$ cat config.mk
export PLATFORM = sky130hd
export DESIGN_NAME = uart_rx_fifo
export DESIGN_NICKNAME = d
export VERILOG_FILES = /design/src/rtl/uart_pkg.sv /design/src/rtl/sync_fifo.sv /design/src/rtl/uart_rx_fifo.sv
export SDC_FILE = /design/constraint.sdc
export NUM_CORES = 1
export LEC_CHECK = 0
export ABC_CLOCK_PERIOD_IN_PS = 3690
export CORE_ASPECT_RATIO = 0.75
export CORE_MARGIN = 2
export CORE_UTILIZATION = 55
export DETAILED_ROUTE_END_ITERATION = 8
export GPL_ROUTABILITY_DRIVEN = 0
export GPL_TIMING_DRIVEN = 0
export PLACE_DENSITY_LB_ADDON = 0.12
export SYNTH_ARGS = -nofsm -noshare
export SYNTH_HDL_FRONTEND = slang
export SYNTH_SLANG_ARGS = --single-unit
$ cat constraint.sdc
create_clock -name CLK -period 3.69 [get_ports CLK]
set_input_delay 0.738 -clock CLK [delete_from_list [all_inputs] [get_ports CLK]]
set_output_delay 0.738 -clock CLK [all_outputs]
set_load 0.01 [all_outputs]
$ cat src/rtl/uart_pkg.sv
// uart_pkg: receiver FSM state type and elaboration-time helpers for uart_rx_fifo.
package uart_pkg;
   typedef enum logic [2:0] {
      IDLE,
      START,
      DATA,
`ifdef UART_RX_PARITY_EN
      PARITY,
`endif
      STOP,
      BREAK
   } rx_state_e;
   function automatic int baud_div(input int clk_hz, input int baud);
      return (clk_hz + baud / 2) / baud;
   endfunction
   function automatic int bits_for(input int n);
      return (n < 1) ? 1 : $clog2(n + 1);
   endfunction
endpackage

$ cat src/rtl/sync_fifo.sv
// sync_fifo: first-word-fall-through synchronous FIFO.
// Ports: CLK/RST (sync active-high), wr_en/wr_data push, rd_en pop,
//        rd_data head (0 when empty), count occupancy, full, empty.
// A push into a full FIFO is accepted only when a pop happens in the same cycle.
module sync_fifo #(
   parameter int WIDTH = 8,
   parameter int DEPTH = 16
) (
   input  logic                     CLK,
   input  logic                     RST,
   input  logic                     wr_en,
   input  logic [WIDTH-1:0]         wr_data,
   input  logic                     rd_en,
   output logic [WIDTH-1:0]         rd_data,
   output logic [$clog2(DEPTH):0]   count,
   output logic                     full,
   output logic                     empty
);
   localparam int AW = $clog2(DEPTH);
   logic [WIDTH-1:0] mem_q [DEPTH];
   logic [AW-1:0] wp_q, rp_q;
   logic [AW:0] cnt_q;
   logic wr_ok, rd_ok;
   assign empty = cnt_q == '0;
   assign full = cnt_q == (AW+1)'(DEPTH);
   assign rd_ok = rd_en && !empty;
   assign wr_ok = wr_en && (!full || rd_en);
   assign rd_data = empty ? '0 : mem_q[rp_q];
   assign count = cnt_q;
   always_ff @(posedge CLK) begin
      if (wr_ok) mem_q[wp_q] <= wr_data;
   end
   always_ff @(posedge CLK) begin
      if (RST) begin
         wp_q <= '0;
         rp_q <= '0;
         cnt_q <= '0;
      end else begin
         if (wr_ok) wp_q <= wp_q + 1'b1;
         if (rd_ok) rp_q <= rp_q + 1'b1;
         cnt_q <= cnt_q + (AW+1)'(wr_ok) - (AW+1)'(rd_ok);
      end
   end
endmodule

$ cat src/rtl/uart_rx_fifo.sv
// uart_rx_fifo: UART receiver (LSB first, 1 stop bit) feeding a FWFT receive FIFO.
// Ports: CLK/RST (sync active-high), rx_in serial line, rd_en pop, rd_data/rd_valid head,
//        fifo_count occupancy, frame_err/parity_err/overrun one-cycle pulses, irq level.
// Macro UART_RX_PARITY_EN adds one parity bit (PARITY_ODD selects odd); otherwise parity_err is 0.
module uart_rx_fifo
   import uart_pkg::*;
#(
   parameter int CLOCK_FREQ = 10000000,
   parameter int BAUD       = 115200,
   parameter int DATA_BITS  = 8,
   parameter int FIFO_DEPTH = 16,
   parameter int IRQ_THRESH = 1,
   parameter int PARITY_ODD = 0
) (
   input  logic                          CLK,
   input  logic                          RST,
   input  logic                          rx_in,
   input  logic                          rd_en,
   output logic [DATA_BITS-1:0]          rd_data,
   output logic                          rd_valid,
   output logic [$clog2(FIFO_DEPTH):0]   fifo_count,
   output logic                          frame_err,
   output logic                          parity_err,
   output logic                          overrun,
   output logic                          irq
);
   localparam int DIV = baud_div(CLOCK_FREQ, BAUD);
   localparam int CW = bits_for(DIV);
   localparam int BW = bits_for(DATA_BITS);
   localparam int NW = $clog2(FIFO_DEPTH) + 1;
   rx_state_e st_q, st_d;
   logic [CW-1:0] cnt_q, cnt_d;
   logic [BW-1:0] bit_q, bit_d;
   logic [DATA_BITS-1:0] sh_q, sh_d;
   logic rx_s1_q, rx_s2_q, rx_prev_q;
   logic rx, tick, push, full, empty, par_bad;
   logic frame_d, frame_q, ovr_q;
`ifdef UART_RX_PARITY_EN
   logic par_bad_q, par_bad_d, parity_d, parity_q;
   assign par_bad = par_bad_q;
   assign parity_err = parity_q;
`else
   assign par_bad = 1'b0;
   assign parity_err = 1'b0;
`endif
   // Synchronizer and edge history are left out of reset so that a line held
   // low across RST is not mistaken for a fresh start edge.
   always_ff @(posedge CLK) begin
      rx_s1_q <= rx_in;
      rx_s2_q <= rx_s1_q;
      rx_prev_q <= rx_s2_q;
   end
   assign rx = rx_s2_q;
   assign tick = cnt_q == '0;
   always_comb begin
      st_d = st_q;
      cnt_d = tick ? CW'(DIV - 1) : cnt_q - 1'b1;
      bit_d = bit_q;
      sh_d = sh_q;
      push = 1'b0;
      frame_d = 1'b0;
`ifdef UART_RX_PARITY_EN
      par_bad_d = par_bad_q;
      parity_d = 1'b0;
`endif
      case (st_q)
         IDLE: if (rx_prev_q && !rx) begin
            st_d = START;
            cnt_d = CW'(DIV / 2);
         end
         START: if (tick) begin
            st_d = rx ? IDLE : DATA;
            bit_d = '0;
`ifdef UART_RX_PARITY_EN
            par_bad_d = 1'b0;
`endif
         end
         DATA: if (tick) begin
            sh_d = {rx, sh_q[DATA_BITS-1:1]};
            bit_d = bit_q + 1'b1;
`ifdef UART_RX_PARITY_EN
            if (bit_q == BW'(DATA_BITS - 1)) st_d = PARITY;
`else
            if (bit_q == BW'(DATA_BITS - 1)) st_d = STOP;
`endif
         end
`ifdef UART_RX_PARITY_EN
         PARITY: if (tick) begin
            par_bad_d = (^sh_q ^ rx) != PARITY_ODD[0];
            st_d = STOP;
         end
`endif
         // Error priority falls out naturally: a bad stop bit masks parity,
         // and a parity failure never pushes, so it can never overrun.
         STOP: if (tick) begin
            st_d = rx ? IDLE : BREAK;
            frame_d = !rx;
            push = rx && !par_bad;
`ifdef UART_RX_PARITY_EN
            parity_d = rx && par_bad;
`endif
         end
         BREAK: if (rx) st_d = IDLE;
         default: st_d = IDLE;
      endcase
   end
   always_ff @(posedge CLK) begin
      if (RST) begin
         st_q <= IDLE;
         cnt_q <= '0;
         bit_q <= '0;
         sh_q <= '0;
         frame_q <= 1'b0;
         ovr_q <= 1'b0;
`ifdef UART_RX_PARITY_EN
         par_bad_q <= 1'b0;
         parity_q <= 1'b0;
`endif
      end else begin
         st_q <= st_d;
         cnt_q <= cnt_d;
         bit_q <= bit_d;
         sh_q <= sh_d;
         frame_q <= frame_d;
         ovr_q <= push && full && !rd_en;
`ifdef UART_RX_PARITY_EN
         par_bad_q <= par_bad_d;
         parity_q <= parity_d;
`endif
      end
   end
   sync_fifo #(.WIDTH(DATA_BITS), .DEPTH(FIFO_DEPTH)) u_fifo (
      .CLK(CLK),
      .RST(RST),
      .wr_en(push),
      .wr_data(sh_q),
      .rd_en(rd_en),
      .rd_data(rd_data),
      .count(fifo_count),
      .full(full),
      .empty(empty)
   );
   assign rd_valid = !empty;
   assign frame_err = frame_q;
   assign overrun = ovr_q;
   assign irq = fifo_count >= NW'(IRQ_THRESH);
endmodule
* Yosys cells after proc, flatten, opt, wreduce, memory -nomap -nowiden
Memory sizes are Yosys's and may differ from the RTL's. A register that Yosys moved wholly into a read port is not among the register bits. Cells that the tools add are included.
Storage, ports and cells: input port bits 4, memories 1, memory bits (writable) 128, register bits 40
Operators by class: reductions and logical operators 18, add/subtract/negate cells 6, eq/ne operators 12, magnitude comparators 1, bitwise logic cells 2, mux-type cells 22
Memories:
- u_fifo.mem_q | depth 16, width 8, read ports 1, clocked after Yosys merged registers in 1, wr ports 1, line sync_fifo.sv:20 | logic [WIDTH-1:0] mem_q [DEPTH];
Operators by type and width (count):
- $mux W3 | 7
- $mux W7 | 3
- $mux W4 | 4
- $pmux W3 S5 | 1
- $add A4 B1 Y4 const B | 3
- $ne A2 B2 Y1 const B | 6
- $mux W8 | 1
- $pmux W4 S2 | 1
- $logic_not A7 Y1 | 1
- $sub A7 B1 Y7 const B | 1
- $eq A3 B2 Y1 const B | 2
- $reduce_and A6 Y1 | 1
- $add A5 B1 Y5 | 1
- $eq A5 B5 Y1 const B | 1
- $ge A5 B1 Y1 const B | 1
- $logic_and A1 B1 Y1 | 5
- $logic_not A5 Y1 | 1
- $sub A5 B1 Y5 | 1
- $eq A4 B3 Y1 const B | 1
- $logic_not A1 Y1 | 4
- $mux W1 | 4
- $eq A3 B1 Y1 const B | 1
- $eq A3 B3 Y1 const B | 1
- $logic_not A3 Y1 | 1
- 7 further kinds | 8

* Depth between registers and ports, before layout
depth after elaboration 6, mapped depth 13, gate-level depth less buffers 12

* Cells and area by module
Synthesis repeated with hierarchy kept, for this count alone.
Second synthesis, totals: cell total of the unflattened synthesis 442, area total of the unflattened synthesis 7063.0 µm²
Modules (own cells, without submodules):
- sync_fifo | instances 1, area each 5866.9 µm², cells an instance 312
- uart_rx_fifo | instances 1, area each 1196.1 µm², cells an instance 130

* Worst setup path after synthesis
OpenSTA, ideal clock, no wires.
kind input to register, start point input port rd_en, end point register u_fifo.cnt_q[4] (netlist: u_fifo.count[4]), data arrival time 2.781 ns, stages 11, library setup time 0.070 ns, data required time 3.620 ns, buffers on the path 2, path slack 0.838 ns, cell sequence nor4b_1 nand2_1 and3_1 buf_6 buf_8 ha_1 fa_1 nand2b_1 a21oi_1 or3_1 a21oi_1
On the way: word-level cells in the longest chain between the ends 4, elaborated cells on any way between the ends 5, those cells by class add/sub: 2; reduce/logical: 3
Ends and longest elaborated chain:
- from (decl) | line uart_rx_fifo.sv:18 | input logic rd_en,
- $logic_or A1 B1 Y1 | line sync_fifo.sv:27 | assign wr_ok = wr_en && (!full || rd_en);
- $logic_and A1 B1 Y1 | line sync_fifo.sv:27
- named net u_fifo.wr_ok | line sync_fifo.sv:23 | logic wr_ok, rd_ok;
- $add A5 B1 Y5 | line sync_fifo.sv:41 | cnt_q <= cnt_q + (AW+1)'(wr_ok) - (AW+1)'(rd_ok);
- $sub A5 B1 Y5 | line sync_fifo.sv:41
- to (signal assigned) | line sync_fifo.sv:41
- to (decl) | line sync_fifo.sv:22 | logic [AW:0] cnt_q;
The timed path passes the listed nets, and every way through them passes these cells. A chain may end at the register's enable or synchronous reset.

* Final worst setup path
start point register u_fifo.cnt_q[3] (netlist: u_fifo.count[3]), end point output port rd_data[0]
On the way: word-level cells in the longest chain between the ends 2
Ends and longest elaborated chain:
- $logic_not A5 Y1 | line sync_fifo.sv:24 | assign empty = cnt_q == '0;
- $mux W8 | line sync_fifo.sv:28 | assign rd_data = empty ? '0 : mem_q[rp_q];
- to (decl) | line uart_rx_fifo.sv:19 | output logic [DATA_BITS-1:0] rd_data,
No other way between the ends.

==> results by group <==
Placed design
  • I/O Buffers: 20
  • Hpwl dp: 9130 µm
  • Placed cells: between 600 and 700
  • Pre-CTS setup slack: -67.7 ps

Setup path
  • Critical path class: reg2out
  • FF-to-FF setup slack: slightly above 600 ps
  • Buffer and inverter count on the worst path: 3
  • Critical path, cell by cell: inv_1 > ha_1 > or4b_2 > clkbuf_1 > o21ai_0 > a21oi_1 > clkdlybuf4s50_1
  • CP endpoint kind: output port
  • Slowest cell on crit path: or4b_2
  • R2r worst-path depth: 13
  • Worst R2R Start: u_fifo.count[3]
  • Arrival time of the worst setup path: 2750 ps
  • Crit-path max FO: 10
  • Max stage delay on crit path: between 600 and 700 ps
  • Worst r2r dst: u_fifo.count[4]
  • Worst Setup Start Kind: flop
  • Critical Path RT: between 2000 and 3000 ps
  • Crit path max-delay family: buffers and inverters

Logic synthesis
  • Syn Nets: 471
  • Most instantiated cells after synthesis: edfxtp_1, dfxtp_1, mux4_2, a21oi_1, nor2_1
  • Leading cell type by number of instances after synthesis: edfxtp_1
  • Mean Syn Cell Area: 15.8 µm²
  • Register area share after synthesis: 0.665
  • Synth warnings: 0
  • Synth area leader: edfxtp_1
  • Cell Area, Synth: between 0.007 and 0.008 mm²
  • Top cells by area, synth: edfxtp_1, dfxtp_1, mux4_2
  • Number of synthesized flops with an enable pin: about 130
  • Ys flop type: edfxtp_1
  • Synth Register Bits: ~170
  • Post-synthesis cell type count: 51
  • Share of the synthesized area in the top cell type: 0.541
  • Async SR Flop Fraction: 0
  • Gate Count Post-Synth: 450

Clock tree
  • Clock sink total: ~170
  • CTS Root Cell: clkbuf_16
  • Num CTS Buffers: 17
  • CTS HTree Levels: 4
  • CTS tree: done
  • Post-CTS Hold Buffers: 0
  • Clk_lat worst skew: approximately 430 ps
  • Clock buffer depth: 2
  • Clk slew on worst S/H paths: roughly 70 ps
  • Total setup buffers inserted after CTS: 0
  • Post-cts sizing count: 2

STA
  • Fmax: 287 MHz
  • Fin crit share: 0.946
  • Clk_skew: 10.1 ps
  • Setup ws final: between 200 and 250 ps
  • Worst slew pin tran: 762 ps
  • RSZ-0062 raised after global routing: false
  • TNS Setup: 0 ps
  • Final Hold Fails: 0
  • Min Hold Slack: around 330 ps
  • Worst rel slew slack: 0.491
  • Fin crit period: approximately 3500 ps
  • Final setup violation count: 0
  • Final Max Slew Viols: 0

Routing
  • Routed wire length: 13800 µm
  • DRT Pass-1 Iters: 4
  • DRC violations left: 0
  • DRT iter0 DRCs: between 200 and 250
  • Drt wl/cell: between 20 and 25 µm
  • Via density: approximately 5.8
  • Antenna-violating nets left: 0
  • Via count: a little under 4000

Power
  • Clock group share of total power: 0.361
  • Leakage: about 2.8 nW
  • Gate power share: 0.238
  • Cell area power density: 671 mW/mm²
  • Total power: 5.50 mW
  • Worst IR Drop VDD: roughly 0.36 mV
  • Sw Pwr: about 1.5 mW
  • Pint: around 4.0 mW
  • Seq pwr share: 0.401
  • Sw Share: 0.274

Floorplanning
  • Starting Density: 0.571
  • Width of the chip: between 100 and 150 µm
  • Area of the die: 0.0139 mm²
  • Ports: 22
  • Std-Cell Core Area: 0.0124 mm²
  • Die H: 102 µm
  • Row cnt: 35

Global routing
  • Vias in the first global route: 3764
  • Initial antenna violation count: 0
  • Remaining Overflow, GRT: 0
  • Largest net degree at the start of global routing: 19
  • First-pass GRT wire length: roughly 21000 µm
  • Global Route Usage Sum: 0.218

Flow run
  • Maxcap violations: 0

Finish
  • Inserted Diodes: 0
  • # nets final: slightly above 500
  • Share of cells above drive strength 1: 0.195
  • Final cell count without fillers: 668
  • Area grow syn2layout: 15.3%

Outcome
  • Outcome: finished clean

Min path
  • Worst hold stages: 0
  • Origin of the worst min-delay path: rx_s1_q
  • Hold path endpoint: rx
  • HP Class: reg2reg
[layout by cell type, fill, tap and decap left out, drive strengths merged, types with 8 or more instances in the layout]
cell / netlist / layout
inv: 15 / 20
clkbuf: 8 / 27
buf: 15 / 14
mux2i: 17 / 17
nor2: 27 / 27
mux2: 8 / 8
clkdlybuf4s50: 0 / 20
and3: 15 / 15
nand2: 11 / 11
o21ai: 14 / 14
a21oi: 26 / 26
dfxtp: 44 / 44
mux4: 32 / 32
ha: 16 / 16
edfxtp: 128 / 128
[power by group through the flow]
stage | clock [mW] | sequential [mW] | combinational [mW]
3_3_place_gp | 0 | 2.24 | 1.27
5_1_grt | 2.08 | 2.22 | 1.44
3_5_place_dp | 0 | 2.24 | 1.30
4_1_cts | 2.01 | 2.20 | 1.30
2_1_floorplan | 0 | 2.24 | 0.892
6_report | 1.98 | 2.20 | 1.31
[cell type report]
cell class | count | area (µm²)
multi-input cells | 240 | 2200
flip-flops and latches | 172 | 4720
inverters | 15 | 56.3
well taps | 166 | 208
fillers | 878 | 4240
clock inverters | 14 | 233
repair buffers | 20 | 200
clock buffers | 18 | 429
plain buffers | 23 | 144
[registers in the layout (all words and copies together) (netlist names), named ones only]
name	cells
u_fifo.rp_q	4
rx_prev_q	1
rx	1
st_q	3
cnt_q	7
frame_err	1
rx_s1_q	1
bit_q	4
u_fifo.mem_q	128
sh_q	8
u_fifo.count	5
u_fifo.wp_q	4
overrun	1
[through the flow]
step	utilization	area, µm²
2_1_floorplan	-	7110
3_3_place_gp	0.604	7510
3_5_place_dp	0.604	7510
4_1_cts	0.658	8180
5_1_grt	0.659	8190
6_report	0.659	8190
[worst max-delay path by stage]
stage,slack (ps),end,startpoint,cells after the start
floorplan,840,u_fifo.count[4],rd_en,11
global placement,-40,u_fifo.count[4],rd_en,12
detailed placement,-70,u_fifo.count[4],rd_en,12
CTS,20,rd_data[3],flop,7
global route,30,rd_data[4],flop,7
finish,200,rd_data[0],u_fifo.count[3],7
[cell families (layout without fill, tap and decap cells)]
kind of cell | Yosys count | count (layout) | synth area share
flip-flops | 172 | 172 | 0.665
other | 1 | 1 | 0.000528
XOR/XNOR | 9 | 9 | 0.0111
buffers and inverters | 38 | 90 | 0.0257
AO/OA/AOI/OAI | 56 | 56 | 0.0460
adder cells (fa/ha/maj) | 17 | 17 | 0.0310
multiplexers | 57 | 57 | 0.138
AND/OR/NAND/NOR | 100 | 100 | 0.0828
[routing by layer]
metal  up-vias  routed length [µm]  track usage
met1      1984                6460        0.314
met4         0                 176       0.0745
met2        77                6590        0.336
li1       1828                   -            -
met3        16                 570       0.0466
met5         -                   0            0
(Power assumes the default switching activity.)
